**src/rtl/cpu_pkg.sv**
```systemverilog
// Shared CPU pipeline types: per-stage data/control bundles carried by
// pipe_stage_reg instances, plus small helpers used by the stage register.
// Invariant: every *_control_t encodes NOP as all-zero, so a cleared control
// bundle is always a harmless bubble (no regwrite, no memwrite, no branch).
package cpu_pkg;

  // ALU operation select; ALU_ADD is zero so an all-zero control word is a NOP.
  typedef enum logic [3:0] {
    ALU_ADD  = 4'd0,
    ALU_SUB  = 4'd1,
    ALU_AND  = 4'd2,
    ALU_OR   = 4'd3,
    ALU_XOR  = 4'd4,
    ALU_SLL  = 4'd5,
    ALU_SRL  = 4'd6,
    ALU_SRA  = 4'd7,
    ALU_SLT  = 4'd8,
    ALU_SLTU = 4'd9
  } alu_op_e;

  // Memory access size for loads/stores.
  typedef enum logic [1:0] {
    MEM_BYTE = 2'd0,
    MEM_HALF = 2'd1,
    MEM_WORD = 2'd2
  } mem_size_e;

  // IF/ID
  typedef struct packed {
    logic [31:0] pc;
    logic [31:0] instr;
  } if_id_data_t;

  typedef struct packed {
    logic pred_taken;
    logic fetch_fault;
  } if_id_control_t;

  // ID/EX
  typedef struct packed {
    logic [31:0] pc;
    logic [31:0] rs1_val;
    logic [31:0] rs2_val;
    logic [31:0] imm;
    logic [4:0]  rd;
  } id_ex_data_t;

  typedef struct packed {
    alu_op_e alu_op;
    logic    alu_src_imm;
    logic    mem_read;
    logic    mem_write;
    logic    reg_write;
    logic    branch;
    logic    jump;
  } id_ex_control_t;

  // EX/MEM
  typedef struct packed {
    logic [31:0] alu_result;
    logic [31:0] store_data;
    logic [4:0]  rd;
  } ex_mem_data_t;

  typedef struct packed {
    logic      mem_read;
    logic      mem_write;
    logic      reg_write;
    logic      mem_to_reg;
    mem_size_e mem_size;
  } ex_mem_control_t;

  // MEM/WB
  typedef struct packed {
    logic [31:0] wb_value;
    logic [4:0]  rd;
  } mem_wb_data_t;

  typedef struct packed {
    logic reg_write;
  } mem_wb_control_t;

  // Bundle widths, for sizing pipe_stage_reg instances.
  localparam int IF_ID_DATA_W  = $bits(if_id_data_t);
  localparam int IF_ID_CTRL_W  = $bits(if_id_control_t);
  localparam int ID_EX_DATA_W  = $bits(id_ex_data_t);
  localparam int ID_EX_CTRL_W  = $bits(id_ex_control_t);
  localparam int EX_MEM_DATA_W = $bits(ex_mem_data_t);
  localparam int EX_MEM_CTRL_W = $bits(ex_mem_control_t);
  localparam int MEM_WB_DATA_W = $bits(mem_wb_data_t);
  localparam int MEM_WB_CTRL_W = $bits(mem_wb_control_t);

  // Slot indices inside a stage register: main feeds the outputs, skid
  // catches the one entry accepted while the main slot is stalled.
  localparam int SLOT_MAIN = 0;
  localparam int SLOT_SKID = 1;

  // Number of held entries from the two slot valid bits.
  function automatic logic [1:0] occ_count(input logic main_v, input logic skid_v);
    return {1'b0, main_v} + {1'b0, skid_v};
  endfunction

endpackage

```
**src/rtl/pipe_skid_slot.sv**
```systemverilog
// One holding slot of a pipeline stage register: valid flag plus data and
// control bundles. clear only drops the valid flag; payload is left as-is
// so a squash never rewrites the stored bundles.
module pipe_skid_slot
  import cpu_pkg::*;
#(
  parameter int DATA_W = 32,
  parameter int CTRL_W = 8
) (
  input  logic              clock,
  input  logic              reset,
  input  logic              clear,
  input  logic              load,
  input  logic [DATA_W-1:0] data_in,
  input  logic [CTRL_W-1:0] ctrl_in,
  output logic              valid,
  output logic [DATA_W-1:0] data_out,
  output logic [CTRL_W-1:0] ctrl_out
);

  logic              valid_reg;
  logic [DATA_W-1:0] data_reg;
  logic [CTRL_W-1:0] ctrl_reg;

  // Slot state: reset empties and zeroes, clear empties, load captures.
  always_ff @(posedge clock) begin
    if (reset) begin
      valid_reg <= 1'b0;
      data_reg  <= '0;
      ctrl_reg  <= '0;
    end else if (clear) begin
      valid_reg <= 1'b0;
    end else if (load) begin
      valid_reg <= 1'b1;
      data_reg  <= data_in;
      ctrl_reg  <= ctrl_in;
    end
  end

  assign valid    = valid_reg;
  assign data_out = data_reg;
  assign ctrl_out = ctrl_reg;

endmodule

```
**src/rtl/pipe_stage_reg.sv**
```systemverilog
// Elastic pipeline stage register between two CPU stages.
// SKID=0: one slot, in_ready is combinational from out_ready.
// SKID=1: main + skid slot, in_ready depends only on registered state, which
// breaks the ready path between stages at the cost of one extra entry.
// flush squashes everything held and anything presented that cycle; a bubble
// always shows an all-zero control bundle (the package NOP encoding).
module pipe_stage_reg
  import cpu_pkg::*;
#(
  parameter int DATA_W = 32,
  parameter int CTRL_W = 8,
  parameter int SKID   = 0
) (
  input  logic              clock,
  input  logic              reset,
  input  logic              in_valid,
  output logic              in_ready,
  input  logic [DATA_W-1:0] data_in,
  input  logic [CTRL_W-1:0] control_in,
  input  logic              flush,
  output logic              out_valid,
  input  logic              out_ready,
  output logic [DATA_W-1:0] data_out,
  output logic [CTRL_W-1:0] control_out,
  output logic [1:0]        occupancy
);

  localparam int NUM_SLOTS = (SKID != 0) ? 2 : 1;

  logic [NUM_SLOTS-1:0] slot_load;
  logic [NUM_SLOTS-1:0] slot_clear;
  logic [NUM_SLOTS-1:0] slot_valid;
  logic [DATA_W-1:0]    slot_din  [NUM_SLOTS];
  logic [CTRL_W-1:0]    slot_cin  [NUM_SLOTS];
  logic [DATA_W-1:0]    slot_dout [NUM_SLOTS];
  logic [CTRL_W-1:0]    slot_cout [NUM_SLOTS];

  logic accept;
  logic emit;

  genvar gi;
  generate
    for (gi = 0; gi < NUM_SLOTS; gi++) begin : g_slot
      pipe_skid_slot #(
        .DATA_W (DATA_W),
        .CTRL_W (CTRL_W)
      ) u_slot (
        .clock    (clock),
        .reset    (reset),
        .clear    (slot_clear[gi]),
        .load     (slot_load[gi]),
        .data_in  (slot_din[gi]),
        .ctrl_in  (slot_cin[gi]),
        .valid    (slot_valid[gi]),
        .data_out (slot_dout[gi]),
        .ctrl_out (slot_cout[gi])
      );
    end

    if (SKID == 0) begin : g_single
      // Single register: free to load when empty or draining this cycle.
      always_comb begin
        in_ready   = !reset && (!slot_valid[SLOT_MAIN] || out_ready);
        accept     = in_valid && in_ready;
        emit       = slot_valid[SLOT_MAIN] && out_ready;
        // A flush drops the incoming entry as well as the held one.
        slot_load[SLOT_MAIN]  = accept && !flush;
        slot_clear[SLOT_MAIN] = flush || (emit && !accept);
        slot_din[SLOT_MAIN]   = data_in;
        slot_cin[SLOT_MAIN]   = control_in;
        occupancy             = occ_count(slot_valid[SLOT_MAIN], 1'b0);
      end
    end else begin : g_skid
      logic main_free;

      // Main + skid: the skid entry is always older than any new input, so
      // it has first claim on the main slot when that frees up.
      always_comb begin
        in_ready  = !reset && !slot_valid[SLOT_SKID];
        accept    = in_valid && in_ready;
        emit      = slot_valid[SLOT_MAIN] && out_ready;
        main_free = !slot_valid[SLOT_MAIN] || emit;

        slot_load[SLOT_MAIN]  = !flush && main_free && (slot_valid[SLOT_SKID] || accept);
        slot_clear[SLOT_MAIN] = flush || (main_free && !slot_valid[SLOT_SKID] && !accept);
        slot_din[SLOT_MAIN]   = slot_valid[SLOT_SKID] ? slot_dout[SLOT_SKID] : data_in;
        slot_cin[SLOT_MAIN]   = slot_valid[SLOT_SKID] ? slot_cout[SLOT_SKID] : control_in;

        // Skid only catches an input accepted while main is stalled; in_ready
        // guarantees the skid slot is empty whenever that happens.
        slot_load[SLOT_SKID]  = !flush && !main_free && accept;
        slot_clear[SLOT_SKID] = flush || (main_free && slot_valid[SLOT_SKID]);
        slot_din[SLOT_SKID]   = data_in;
        slot_cin[SLOT_SKID]   = control_in;

        occupancy = occ_count(slot_valid[SLOT_MAIN], slot_valid[SLOT_SKID]);
      end
    end
  endgenerate

  assign out_valid   = slot_valid[SLOT_MAIN];
  assign data_out    = slot_dout[SLOT_MAIN];
  assign control_out = slot_valid[SLOT_MAIN] ? slot_cout[SLOT_MAIN] : '0;

endmodule

```
**config.mk**
```make
export PLATFORM = sky130hd
export DESIGN_NAME = pipe_stage_reg
export DESIGN_NICKNAME = d
export VERILOG_FILES = /design/src/rtl/cpu_pkg.sv /design/src/rtl/pipe_skid_slot.sv /design/src/rtl/pipe_stage_reg.sv
export SDC_FILE = /design/constraint.sdc
export NUM_CORES = 1
export LEC_CHECK = 0
export CAP_MARGIN = 20
export CORE_ASPECT_RATIO = 0.7
export CORE_MARGIN = 1.5
export CORE_UTILIZATION = 35
export DETAILED_ROUTE_END_ITERATION = 8
export PLACE_DENSITY_LB_ADDON = 0.15
export SYNTH_ARGS = -nofsm -noshare
export SYNTH_HDL_FRONTEND = slang
export SYNTH_SLANG_ARGS = --single-unit
```
**constraint.sdc**
```tcl
create_clock -name clock -period 1.74 [get_ports clock]
set_input_delay 0.348 -clock clock [delete_from_list [all_inputs] [get_ports clock]]
set_output_delay 0.348 -clock clock [all_outputs]
set_load 0.01 [all_outputs]
```
### Word-level counts from Yosys, hierarchy flattened

Cells that the tools add are included.

| word-level totals | value |
|---|---|
| bits in registers | 41 |
| logic and storage cells | 18 |

| operators by class | value |
|---|---|
| muxes and demuxes | 1 |
| bitwise gates (word level) | 1 |
| reduce and logical (&&, ||, !) cells | 13 |

Operators by type and width:

| cell | count |
|---|---|
| $mux 8 | 1 |
| $logic_and 1x1->1 | 5 |
| $logic_not 1->1 | 4 |
| $logic_or 1x1->1 | 2 |
| $reduce_and 2->1 | 1 |
| $reduce_or 2->1 | 1 |
| $not 1->1 | 1 |

### Depth between registers and ports, before layout

Gate-level depths: netlist of the first run.

| logic depth | value |
|---|---|
| depth in word-level cells | 9 |
| mapped depth | 5 |

### Modules after synthesis

Synthesis of the first run repeated with hierarchy kept, for this count alone.

| second synthesis, totals | value |
|---|---|
| cells, all modules | 201 |
| area total of the unflattened synthesis | 1991.9 µm² |

By module, submodules not included:

| module | instances | cells an instance | area an instance (µm²) | sequential area each (µm²) |
|---|---|---|---|---|
| pipe_skid_slot | 1 | 185 | 1865.5 | 820.8 |
| pipe_stage_reg | 1 | 16 | 126.4 | 0.0 |

### Worst setup path before layout of the first run

No wires, ideal clock.

| timing | value |
|---|---|
| path kind | reg-to-output |
| start | reg g_slot[0].u_slot.valid_reg |
| end | out in_ready |
| data arrival time | 893 ps |
| data required time | 1392 ps |
| setup slack | 499 ps |
| stages on the path, launching flop included | 4 |
| cells stage by stage | dfxtp_1 and2b_4 buf_6 nor2_1 |

| on the way | value |
|---|---|
| word-level cells in the longest chain between the ends | 3 |

RTL lines:

| element | line | source |
|---|---|---|
| start, declared | pipe_skid_slot.sv:21 | `logic valid_reg;` |
| start signal, assigned | pipe_skid_slot.sv:28 | `valid_reg <= 1'b0;` |
| start signal, assigned | pipe_skid_slot.sv:32 | `valid_reg <= 1'b0;` |
| start signal, assigned | pipe_skid_slot.sv:34 | `valid_reg <= 1'b1;` |
| $logic_not 1->1 | pipe_stage_reg.sv:63 | `in_ready = !reset && (!slot_valid[SLOT_MAIN] \|\| out_ready);` |
| $logic_or 1x1->1 | pipe_stage_reg.sv:63 |  |
| $logic_and 1x1->1 | pipe_stage_reg.sv:63 |  |
| end, declared | pipe_stage_reg.sv:17 | `output logic in_ready,` |

No other way between the ends.

### Worst setup path in the final report of the first run

| timing | value |
|---|---|
| start | reg g_slot[0].u_slot.valid_reg |
| end | out control_out[7] |

| on the way | value |
|---|---|
| word-level cells in the longest chain between the ends | 1 |

RTL lines:

| element | line | source |
|---|---|---|
| $mux 8 | pipe_stage_reg.sv:103 | `assign control_out = slot_valid[SLOT_MAIN] ? slot_cout[SLOT_MAIN] : '0;` |
| end, declared | pipe_stage_reg.sv:24 | `output logic [CTRL_W-1:0] control_out,` |

No other way between the ends.

==> flow_metrics.env, run 1 <==
export IMPL_grt_pass1_vias=1694
export IMPL_clock_sinks=41
export IMPL_grt_first_pass_wirelength_um=7890
export IMPL_die_area_um2=5570
export IMPL_combPwrFrac_pct=17.2
export IMPL_areaGrowthSynthToFinish_pct=58.6
export IMPL_ys_seq_area_share_pct=45.8
export IMPL_routed_wl_um=5080
export IMPL_maxClockFrequency_mhz=606
export IMPL_via_per_inst=5.10
export IMPL_synth_xor_area_share_pct=0
export IMPL_setup_worst_path_class="reg -> out"
export IMPL_synth_top_family_by_area="simple AND/OR/NAND/NOR gates"
export IMPL_crit_path_start="g_slot[0].u_slot.valid"
export IMPL_dpl_cell_area_um2=2750
export IMPL_synthTopCellsByArea="dfxtp_1, o311ai_1, nand3_1, nand2_1, and2_2"
export IMPL_firstDrtPassIters=4
export IMPL_sw_frac_of_total_pct=23.5
export IMPL_synth_top_cell_area_share_pct=45.8
export IMPL_ys_seq_elements=41
export IMPL_worstPathRequired_ns=1.39
export IMPL_finalSetupTns_ns=0
export IMPL_power_report_internal_total_mw=1.61
export IMPL_rows=21
export IMPL_fill_cells=460
export IMPL_gr_total_overflow=0
export IMPL_hp_start="g_slot[0].u_slot.ctrl_out[7]"
export IMPL_min_path_type="reg -> reg"
export IMPL_drv_cap=0
export IMPL_power_per_cell_area_nw_per_um2=740
export IMPL_cp_start_kind="flip-flop"
export IMPL_worstReg2RegStart="g_slot[0].u_slot.valid"
export IMPL_postCtsSetupRepairBufs=0
export IMPL_synth_adder_area_share_pct=0
export IMPL_clk_latency_ns=0.29
export IMPL_maxSlewViolCount=0
export IMPL_end_kind="primary output"
export IMPL_yosys_warnings=0
export IMPL_htree_levels=2
export IMPL_synth_commonest_cells="dfxtp_1, nand2_1, nand3_1"
export IMPL_yosys_area_share_simple_pct=24.7
export IMPL_synth_compound_area_share_pct=20.4
export IMPL_ctsHoldBuffers=0
export IMPL_cts_root_buf="clkbuf_8"
export IMPL_yosysMostFrequentCell="dfxtp_1"
export IMPL_largest_reg_flops=32
export IMPL_period_needed_ns=1.65
export IMPL_p_clk_share_pct=34.8
export IMPL_cts_clk_slew_worst_paths_ns=0.07
export IMPL_hpwl_um=3390
export IMPL_async_flop_share_pct=0
export IMPL_dieHeight_um=62.9
export IMPL_synth_area_um2=1790
export IMPL_leakage_nw=1.25
export IMPL_synth_cell_types=18
export IMPL_p_sw_uw=494
export IMPL_routabilityCongestion=0.697
export IMPL_yosys_area_top_type="dfxtp_1"
export IMPL_synth_edf_count=0
export IMPL_drive_gt1_share_pct=13.1
export IMPL_synthMuxAreaShare_pct=0
export IMPL_cp_arrival_ns=1.30
export IMPL_grt_max_degree=41
export IMPL_num_vias=1827
export IMPL_grtUsageTotal_pct=18.3
export IMPL_clock_skew_ns=0.00319
export IMPL_status="finished, final reports clean"
export IMPL_tritoncts="built"
export IMPL_dp_cells=351
export IMPL_wl_per_cell_um=14.2
export IMPL_drc=0
export IMPL_timing_final_ws_setup_ns=0.0897
export IMPL_port_buffer_count=87
export IMPL_final_hold_violation_count=0
export IMPL_diodes=0
export IMPL_rsz0062_at_grt="false"
export IMPL_ant_nets=0
export IMPL_first_iter_violations=85
export IMPL_p_seq_share_pct=48.0
export IMPL_initial_core_util_pct=36.9
export IMPL_syn_nets=249
export IMPL_syn_area_per_cell_um2=8.79
export IMPL_nNetsFinal=334
export IMPL_ir_drop_uv=314
export IMPL_setup_viol=0
export IMPL_clk_path_buf_depth=2
export IMPL_hold_slack_ns=0.459
export IMPL_cts_made_buffers=5
export IMPL_crit_fanout=3
export IMPL_dp_worst_setup_slack_ns=-0.224
export IMPL_period_share_pct=94.8
export IMPL_synthCells=204
export IMPL_core_area_um2=4860
export IMPL_io_pins=89
export IMPL_instances_no_fill=358
export IMPL_postLayoutCellArea_um2=2840
export IMPL_antenna_found_initial=0
export IMPL_synth_top_flop_cell="dfxtp_1"
export IMPL_die_w_um=88.5
-- cell usage in the layout, fill, tap and decap left out --
cell type        instances
a211oi_1                 1
and2_2                   8
and2b_4                  1
buf_12                   1
buf_4                   16
buf_6                    1
bufinv_16                1
clkbuf_2                 1
clkbuf_8                 5
clkdlybuf4s50_1         77
clkinv_2                 1
conb_1                   1
dfxtp_1                 40
dfxtp_2                  1
dlygate4sd2_1            9
inv_1                    2
nand2_1                 40
nand2b_1                 1
nand3_1                 40
nor2_1                   1
nor3b_4                  1
o311ai_0                 1
o311ai_1                38
o311ai_2                 1
-- stage by stage --
step                      utilization [%]  power (mW)
after global placement               56.6        1.40
after CTS                            58.6        2.12
after floorplan                         -        1.17
after detailed placement             56.6        1.40
final                                58.5        2.10
after global routing                 58.5        2.21
-- worst max-delay path, stage by stage, from the launching register on --
cell	delay [ns]
dfxtp_2	0.35
and2_2	0.14
clkdlybuf4s50_1	0.52
-- layout make-up --
cell class              count  area, um^2  share of cell area (%)
inverters                   2        7.51                   0.264
clock inverters             2        35.0                    1.23
flip-flops and latches     41         822                    28.9
well taps                  69        86.3                    3.04
repair buffers            105        1010                    35.4
multi-input cells         134         818                    28.8
clock buffers               5        68.8                    2.42
-- path summary, 6_finish.rpt --
path	endpoint	slack, ns	cells past startpoint
max	control_out[7]	0.09	2
min	g_slot[0].u_slot.ctrl_out[7]	0.46	2
max reg2reg	g_slot[0].u_slot.data_out[16]	0.46	4
min reg2reg	g_slot[0].u_slot.ctrl_out[7]	0.46	2
-- cells by family after synthesis --
| logic type | count (synthesis) |
|---|---|
| AO/OA/AOI/OAI | 41 |
| other | 1 |
| flip-flops | 41 |
| buffers and inverters | 29 |
| AND/OR/NAND/NOR | 92 |
-- power by group through the flow --
stage,Combinational [mW],Sequential (mW),Clock [mW]
floorplan,0.120,1.05,0
finish,0.362,1.01,0.732
global placement,0.366,1.03,0
detailed placement,0.366,1.03,0
CTS,0.365,1.01,0.749
global route,0.391,1.01,0.801
-- repair_timing --
| action | 4_1_cts | 5_1_grt |
|---|---|---|
| setup endpoints to repair | 10 | 1 |
| cloned | 0 | 0 |
| resized for setup | 12 | 2 |
| endpoints found under the hold margin | 0 | 0 |
-- per-layer routing --
layer / up-vias / share of wire [%] / global-route usage (%)
met3: 7 / 9.1 / 6.61
met2: 76 / 40 / 25.7
met5: - / 0 / 0
li1: 921 / - / -
met1: 823 / 50 / 25.6
met4: 0 / 1.2 / 6.45
Power figures use the tool's default switching activity.
==> inputs of run 2 (changes only) <==
--- a/config.mk
+++ b/config.mk
@@ -11,6 +11,7 @@
 export CORE_UTILIZATION = 35
 export DETAILED_ROUTE_END_ITERATION = 8
 export PLACE_DENSITY_LB_ADDON = 0.15
+export SKIP_LAST_GASP = 1
 export SYNTH_ARGS = -nofsm -noshare
 export SYNTH_HDL_FRONTEND = slang
 export SYNTH_SLANG_ARGS = --single-unit
==> results of run 2 <==
The final DEF is identical to that of run 1; final timing and power are the same.
==> inputs of run 3 (changes only) <==
--- a/config.mk
+++ b/config.mk
@@ -6,9 +6,11 @@
 export NUM_CORES = 1
 export LEC_CHECK = 0
 export CAP_MARGIN = 20
+export CELL_PAD_IN_SITES_DETAIL_PLACEMENT = 1
+export CELL_PAD_IN_SITES_GLOBAL_PLACEMENT = 1
 export CORE_ASPECT_RATIO = 0.7
 export CORE_MARGIN = 1.5
-export CORE_UTILIZATION = 35
+export CORE_UTILIZATION = 30
 export DETAILED_ROUTE_END_ITERATION = 8
 export PLACE_DENSITY_LB_ADDON = 0.15
 export SKIP_LAST_GASP = 1
==> run 3 against run 2 <==
Die area increased by 16%. Global-route usage is 0.27 points higher. Count of clock-buffer cells in the layout is 2 higher. Core utilization down 9.0 points. Sequential power hardly changed. Cell count increased by 0.28%. Combinational power grew 3%. Via count up 1.6%. Cell area grew 0.26%. Clock skew increased by 0.0053 ns. Critical path type unchanged.
==> flow_metrics.env, run 3 (same netlist as run 1, synthesis figures left out) <==
export IMPL_rsz0062_at_grt="false"
export IMPL_cp_start_kind="flip-flop"
export IMPL_drv_cap=0
export IMPL_dp_cells=352
export IMPL_grt_first_pass_wirelength_um=9190
export IMPL_layout_common_cells="clkdlybuf4s50_1, nand3_1, nand2_1, dfxtp_1, o311ai_1"
export IMPL_dp_worst_setup_slack_ns=-0.242
export IMPL_via_per_inst=5.17
export IMPL_tritoncts="built"
export IMPL_timing_final_ws_setup_ns=0.109
export IMPL_sw_frac_of_total_pct=25.0
export IMPL_leakage_nw=1.23
export IMPL_grt_max_degree=41
export IMPL_clock_skew_ns=0.00846
export IMPL_postCtsSetupRepairBufs=0
export IMPL_instances_no_fill=359
export IMPL_status="finished, final reports clean"
export IMPL_p_sw_uw=505
export IMPL_crit_chain="buf_12 -> clkdlybuf4s50_1"
export IMPL_period_needed_ns=1.63
export IMPL_worstPathRequired_ns=1.39
export IMPL_cts_root_buf="clkbuf_8"
export IMPL_cpPeakStageDelay_ns=0.53
export IMPL_p_clk_share_pct=31.4
export IMPL_drive_gt1_share_pct=11.6
export IMPL_slowest_stage="clkdlybuf4s50_1"
export IMPL_wl_per_cell_um=16.3
export IMPL_final_hold_violation_count=0
export IMPL_fill_cells=682
export IMPL_core_area_um2=5760
export IMPL_die_w_um=95.4
export IMPL_clk_path_buf_depth=2
export IMPL_power_per_cell_area_nw_per_um2=708
export IMPL_postLayoutCellArea_um2=2850
export IMPL_layout_commonest_cell="clkdlybuf4s50_1"
export IMPL_hold_slack_ns=0.465
export IMPL_port_buffer_count=87
export IMPL_rows=23
export IMPL_gr_total_overflow=0
export IMPL_dieHeight_um=67.7
export IMPL_ant_nets=0
export IMPL_antenna_found_initial=0
export IMPL_dpl_cell_area_um2=2780
export IMPL_setup_worst_path_class="reg -> out"
export IMPL_ir_drop_uv=229
export IMPL_firstDrtPassIters=4
export IMPL_diodes=0
export IMPL_maxSlewViolCount=0
export IMPL_cts_made_buffers=5
export IMPL_setup_viol=0
export IMPL_cts_clk_slew_worst_paths_ns=0.08
export IMPL_areaGrowthSynthToFinish_pct=59.0
export IMPL_grtUsageTotal_pct=18.6
export IMPL_initial_core_util_pct=31.2
export IMPL_drc=0
export IMPL_power_report_internal_total_mw=1.51
export IMPL_routabilityCongestion=0.693
export IMPL_crit_fanout=11
export IMPL_power_mw=2.02
export IMPL_period_share_pct=93.8
export IMPL_nNetsFinal=329
export IMPL_first_iter_violations=36
export IMPL_routed_wl_um=5860
export IMPL_combPwrFrac_pct=18.5
export IMPL_grt_pass1_vias=1852
export IMPL_min_path_type="reg -> reg"
export IMPL_hpwl_um=3870
export IMPL_end_kind="primary output"
export IMPL_num_vias=1856
export IMPL_maxClockFrequency_mhz=613
export IMPL_p_seq_share_pct=50.1
export IMPL_clk_latency_ns=0.29
export IMPL_htree_levels=2
export IMPL_die_area_um2=6460
export IMPL_io_pins=89
export IMPL_clock_sinks=41
export IMPL_largest_reg_flops=32
export IMPL_cp_arrival_ns=1.28
run 3: path summary, 6_finish.rpt:
kind | start | endpoint | slack, ns | depth (start not counted)
min reg2reg | g_slot[0].u_slot.data_out[28] | g_slot[0].u_slot.data_out[28] | 0.46 | 2
max reg2reg | g_slot[0].u_slot.valid | g_slot[0].u_slot.data_out[16] | 0.41 | 4
min | g_slot[0].u_slot.data_out[28] | g_slot[0].u_slot.data_out[28] | 0.46 | 2
max | g_slot[0].u_slot.valid | occupancy[0] | 0.11 | 2
run 3: routing by layer:
layer	global-route usage [%]	part of all wire [%]
met2	31.1	46
met4	5.51	0.94
met3	4.50	5.3
met1	23.8	47
met5	0	0
run 3: layout make-up:
type                    count  area (um^2)  share of cell area, %
clock buffers               7         86.3                   3.03
inverters                   2         7.51                  0.263
multi-input cells         134          818                   28.7
flip-flops and latches     41          822                   28.8
well taps                  75         93.8                   3.29
repair buffers            100         1020                   35.9
run 3: repair_timing:
item	in CTS	in global routing
hold buffers	0	0
endpoints found under the setup margin	9	1
resized for setup	10	2
run 3: worst max-delay path: cells and delay by family (launching register included):
family	cells	cell delay [ns]
buffers and inverters	2	0.65
flip-flops	1	0.35
run 3: metrics by stage:
step,setup TNS [ns],util [%]
2_1_floorplan,0,-
4_1_cts,0,49.6
3_5_place_dp,-1.57,48.3
3_3_place_gp,-0.594,48.3
5_1_grt,0,49.5
6_report,0,49.5
run 3: power by group through the flow:
stage	Sequential, mW	Combinational [mW]	Clock (mW)
after floorplan	1.05	0.120	0
after global placement	1.03	0.375	0
after detailed placement	1.03	0.377	0
after CTS	1.01	0.377	0.656
after global routing	1.02	0.403	0.686
final	1.01	0.373	0.635
